--- src/rtl/periph_bridge.sv ---
// periph_bridge: couples a core message port to a host command/response pair.
//   Receive path: every core message is pushed into a first-word-fall-through
//   FIFO that the host drains with a valid/ready handshake.
//   Send path: an IDLE/DRIVE/GAP FSM forwards one host command to the core as a
//   single-cycle pulse, then enforces GAP_CYCLES idle cycles.
// Optional feature macro: PERIPH_BRIDGE_DROP_COUNT_EN adds a saturating 16-bit
// count of dropped core messages; without it drop_count is tied to zero.
module periph_bridge #(
   parameter int DATA_WIDTH = 32,
   parameter int FIFO_DEPTH = 8,
   parameter int GAP_CYCLES = 2
) (
   input  logic                          clock,
   input  logic                          reset,
   input  logic [1:0]                    to_peripheral,
   input  logic [DATA_WIDTH-1:0]         to_peripheral_data,
   input  logic                          to_peripheral_valid,
   output logic [1:0]                    from_peripheral,
   output logic [DATA_WIDTH-1:0]         from_peripheral_data,
   output logic                          from_peripheral_valid,
   input  logic                          host_cmd_valid,
   output logic                          host_cmd_ready,
   input  logic [1:0]                    host_cmd_type,
   input  logic [DATA_WIDTH-1:0]         host_cmd_data,
   output logic                          host_rsp_valid,
   input  logic                          host_rsp_ready,
   output logic [1:0]                    host_rsp_type,
   output logic [DATA_WIDTH-1:0]         host_rsp_data,
   output logic [$clog2(FIFO_DEPTH):0]   rsp_count,
   output logic                          overflow,
   output logic [15:0]                   drop_count
);

   localparam int AW = $clog2(FIFO_DEPTH);
   localparam int EW = DATA_WIDTH + 2;
   localparam logic [AW:0] FULL_CNT = (AW + 1)'(FIFO_DEPTH);
   localparam logic [3:0] GAP_LOAD = (GAP_CYCLES == 0) ? 4'd0 : 4'(GAP_CYCLES - 1);

   // ---------------- receive FIFO ----------------
   logic [EW-1:0] mem [FIFO_DEPTH];
   logic [AW-1:0] wr_ptr_reg, rd_ptr_reg;
   logic [AW:0]   count_reg;
   logic          overflow_reg;
   logic          push, pop, full, accept, drop;

   // A pop frees a slot in the same cycle, so a push into a full FIFO with a
   // simultaneous pop is accepted rather than dropped.
   assign full   = (count_reg == FULL_CNT);
   assign push   = to_peripheral_valid;
   assign pop    = (count_reg != '0) && host_rsp_ready;
   assign accept = push && (!full || pop);
   assign drop   = push && full && !pop;

   // Storage array: written only on accepted pushes, never reset.
   always_ff @(posedge clock) begin
      if (!reset && accept)
         mem[wr_ptr_reg] <= {to_peripheral, to_peripheral_data};
   end

   // Pointers, occupancy and the sticky overflow flag.
   always_ff @(posedge clock) begin
      if (reset) begin
         wr_ptr_reg   <= '0;
         rd_ptr_reg   <= '0;
         count_reg    <= '0;
         overflow_reg <= 1'b0;
      end else begin
         if (accept) wr_ptr_reg <= wr_ptr_reg + 1'b1;
         if (pop)    rd_ptr_reg <= rd_ptr_reg + 1'b1;
         if (accept && !pop)      count_reg <= count_reg + 1'b1;
         else if (!accept && pop) count_reg <= count_reg - 1'b1;
         if (drop) overflow_reg <= 1'b1;
      end
   end

   assign host_rsp_valid = (count_reg != '0);
   assign host_rsp_type  = mem[rd_ptr_reg][EW-1 -: 2];
   assign host_rsp_data  = mem[rd_ptr_reg][DATA_WIDTH-1:0];
   assign rsp_count      = count_reg;
   assign overflow       = overflow_reg;

`ifdef PERIPH_BRIDGE_DROP_COUNT_EN
   logic [15:0] drop_count_reg;

   // Saturating count of dropped core messages.
   always_ff @(posedge clock) begin
      if (reset)
         drop_count_reg <= '0;
      else if (drop && drop_count_reg != 16'hFFFF)
         drop_count_reg <= drop_count_reg + 16'd1;
   end

   assign drop_count = drop_count_reg;
`else
   assign drop_count = '0;
`endif

   // ---------------- send FSM ----------------
   typedef enum logic [1:0] {IDLE, DRIVE, GAP} send_state_t;

   send_state_t           state_reg;
   logic [3:0]            gap_cnt_reg;
   logic [1:0]            type_reg;
   logic [DATA_WIDTH-1:0] data_reg;
   logic                  valid_reg;

   // Command capture, one-cycle pulse while in DRIVE, then the enforced gap.
   always_ff @(posedge clock) begin
      if (reset) begin
         state_reg   <= IDLE;
         gap_cnt_reg <= '0;
         type_reg    <= '0;
         data_reg    <= '0;
         valid_reg   <= 1'b0;
      end else begin
         case (state_reg)
            IDLE: begin
               if (host_cmd_valid) begin
                  type_reg  <= host_cmd_type;
                  data_reg  <= host_cmd_data;
                  valid_reg <= 1'b1;
                  state_reg <= DRIVE;
               end
            end
            DRIVE: begin
               valid_reg   <= 1'b0;
               gap_cnt_reg <= GAP_LOAD;
               state_reg   <= (GAP_CYCLES == 0) ? IDLE : GAP;
            end
            GAP: begin
               if (gap_cnt_reg == '0)
                  state_reg <= IDLE;
               else
                  gap_cnt_reg <= gap_cnt_reg - 4'd1;
            end
            default: begin
               valid_reg <= 1'b0;
               state_reg <= IDLE;
            end
         endcase
      end
   end

   assign host_cmd_ready        = (state_reg == IDLE);
   assign from_peripheral       = type_reg;
   assign from_peripheral_data  = data_reg;
   assign from_peripheral_valid = valid_reg;

endmodule

--- config.mk ---
export PLATFORM = sky130hd
export DESIGN_NAME = periph_bridge
export DESIGN_NICKNAME = d
export VERILOG_FILES = /design/src/rtl/periph_bridge.sv
export SDC_FILE = /design/constraint.sdc
export NUM_CORES = 1
export LEC_CHECK = 0
export ABC_AREA = 0
export CAP_MARGIN = 20
export CORE_MARGIN = 5
export CORE_UTILIZATION = 35
export DETAILED_ROUTE_END_ITERATION = 8
export GPL_ROUTABILITY_DRIVEN = 1
export GPL_TIMING_DRIVEN = 0
export REMOVE_ABC_BUFFERS = 1
export SYNTH_ARGS = -nofsm -noshare
export SYNTH_HDL_FRONTEND = slang
export SYNTH_SLANG_ARGS = --single-unit
--- constraint.sdc ---
create_clock -name clock -period 15.1 [get_ports clock]
set_clock_uncertainty 0.1 [all_clocks]
set_input_delay 2.265 -clock clock [delete_from_list [all_inputs] [get_ports clock]]
set_output_delay 2.265 -clock clock [all_outputs]
set_load 0.01 [all_outputs]
==> impl_metrics.ini <==
[sta]
tightest_slew_ns = 0.887
grt_setup_unrepaired = false
period_minus_slack_ns = 5.36
setup_tns_ns = 0
maxSlewViolCount = 0
fin_crit_sh = 0.355
relSlewSlack = 0.404
finalSetupViolCount = 0
clock.fmax_ghz = 0.187
hold_viol = 0

[die]
die_area_um2 = 40000
die-height_um = 200
ios = 165
initial_utilization = 0.355
num_rows = 69
core-area_um2 = 35600
die_w_um = 200

[detailed_routing]
post_drt_wl_per_cell_um = 19.4
postRouteAntennaNets = 0
viasPerCell = 4.79
wirelength_um = 26100
num_vias = 6458
first_iter_violations = 252
drc = 0
firstDrtPassIters = 4

[clock_network]
htree_num_levels = 2
cts_root_buf = clkbuf_16
clkTransAtPathRegs_ns = 0.06
cts_setup_buffers = 0
clock_latency_ns = 0.50
postCtsResizedCells = 0
clkSinkCount = 327
cts_tree = done
hold_buffers = 0
cts.path.max_buffers = 3
cts_made_buffers = 36

[synthesis]
synth_edf_count = 272
syn_area_per_cell_um2 = 18.6
synth_cell_types = 42
synth_flop_cell = edfxtp_1
yosysSeqAreaShare = 0.735
ys_top_cells_by_area = edfxtp_1, mux4_2, dfxtp_1, mux2_4, nand2_1
netlist_area_um2 = 12600
yosysWarnings = 0
synth_top_area_cell = edfxtp_1
ys_top_cells_by_count = edfxtp_1, nand2_1, mux4_2
yosys.cell_count.top_type = edfxtp_1
synth_top_area_frac = 0.647
synth_cells = 679
ys_async_sr_fraction = 0
ys_ff_latch = 327

[grt]
overflow = 0
grt_pass1_vias = 6890
grt_usage = 0.131
grt_pass1_wl_um = 40100
grt_max_degree = 50
antenna_found_initial = 2

[worst_setup_path]
crit_type = reg -> out
cp_data_required_time_ns = 12.73
start_kind = flop
regToRegSetupSlack_ns = 12.14
endpoint_kind = output pin
cp.arrival_ns = 2.99
cp_max_fo = 37

[place]
numPortBuffers = 148
gp_congestion = 0.748
dp_hpwl_um = 17000

[cells_and_area]
antennaDiodeCount = 0
largest_reg_flops = 272
fin_util = 0.452
layout-drive-gt1-share = 0.214
top_register = mem
area.growth.synth_to_final_pct = 27.5
nNetsFinal = 942

[power]
powerDensity_nw_per_um2 = 151
irDropWorstVdd_mv = 0.0824
p_leak_nw = 5.29

[run]
max_cap_violations = 0

[status]
status = complete, no violations

[worst_hold_path]
hold_class = reg -> reg
## power breakdown
part | internal [mW] | total, mW | leakage [nW] | switching (mW)
combinational | 0.311 | 0.503 | 1.81 | 0.191
sequential | 1.01 | 1.06 | 2.91 | 0.0492
clock | 0.532 | 0.861 | 0.573 | 0.329
## layout by cell type, fill, tap and decap left out, types with 4 or more instances in the layout
master | netlist | final
a21oi_1 | 42 | 42
buf_12 | 3 | 5
buf_16 | 0 | 4
buf_4 | 16 | 10
buf_6 | 1 | 10
buf_8 | 0 | 4
bufinv_16 | 0 | 5
clkbuf_1 | 16 | 6
clkbuf_16 | 0 | 37
clkdlybuf4s50_1 | 0 | 147
clkinv_1 | 0 | 7
clkinv_2 | 0 | 5
conb_1 | 1 | 16
dfxtp_1 | 55 | 52
edfxtp_1 | 272 | 272
ha_1 | 6 | 6
inv_1 | 5 | 5
mux2_2 | 14 | 14
mux2_4 | 20 | 20
mux4_1 | 9 | 9
mux4_2 | 59 | 59
nand2_1 | 78 | 78
nor2_1 | 25 | 22
xor2_1 | 4 | 4
## per-stage QoR
step	hold slack, ns	instances	worst slack, ns	cell area [um^2]	power (mW)
CTS	0.355	1346	9.61	16100	2.47
global route	0.379	1347	9.55	16100	2.55
detailed placement	0.346	1284	9.75	14900	1.60
global placement	0.342	1252	2.17	14400	1.61
floorplan	0.347	643	8.40	12400	1.39
finish	0.355	1347	9.74	16100	2.43
## area by class of cell
type | count | area [um^2]
fill | 3117 | 19500
sequential | 327 | 9280
multi-input combinational | 309 | 3110
timing repair buffer | 181 | 1930
clock buffer | 43 | 948
tap | 461 | 577
clock inverter | 19 | 219
inverter | 7 | 26.3
## cell families after synthesis
kind of cell | count (synthesis) | share of synthesized area
flops | 327 | 0.735
simple gates | 122 | 0.0398
mux | 105 | 0.163
buf+inv | 58 | 0.0278
compound gates | 53 | 0.0230
fa+ha+maj | 7 | 0.00754
xor+xnor | 6 | 0.00416
other cells | 1 | 0.000297
## path summary, 6_finish.rpt
path,startpoint,end,cells after the start
min reg2reg,from_peripheral_data[23],from_peripheral_data[23],2
max reg2reg,rsp_count[0],rsp_count[3],10
max,flop,host_rsp_data[5],4
min,from_peripheral_data[23],from_peripheral_data[23],2
## metal layers
layer	vias up	routed length, um	GRT usage
met4	4	521	0.0327
met2	166	12100	0.209
met3	48	1840	0.0420
li1	2984	-	-
met1	3256	11600	0.176
met5	-	27	0
## worst max-delay path, stage by stage (launching register included)
cell and delay, ns:
dfxtp_4 0.78, buf_16 0.34, mux4_1 0.61, mux2_4 0.28, clkdlybuf4s50_1 0.48
Note: power is estimated with default switching activity, not from simulation.
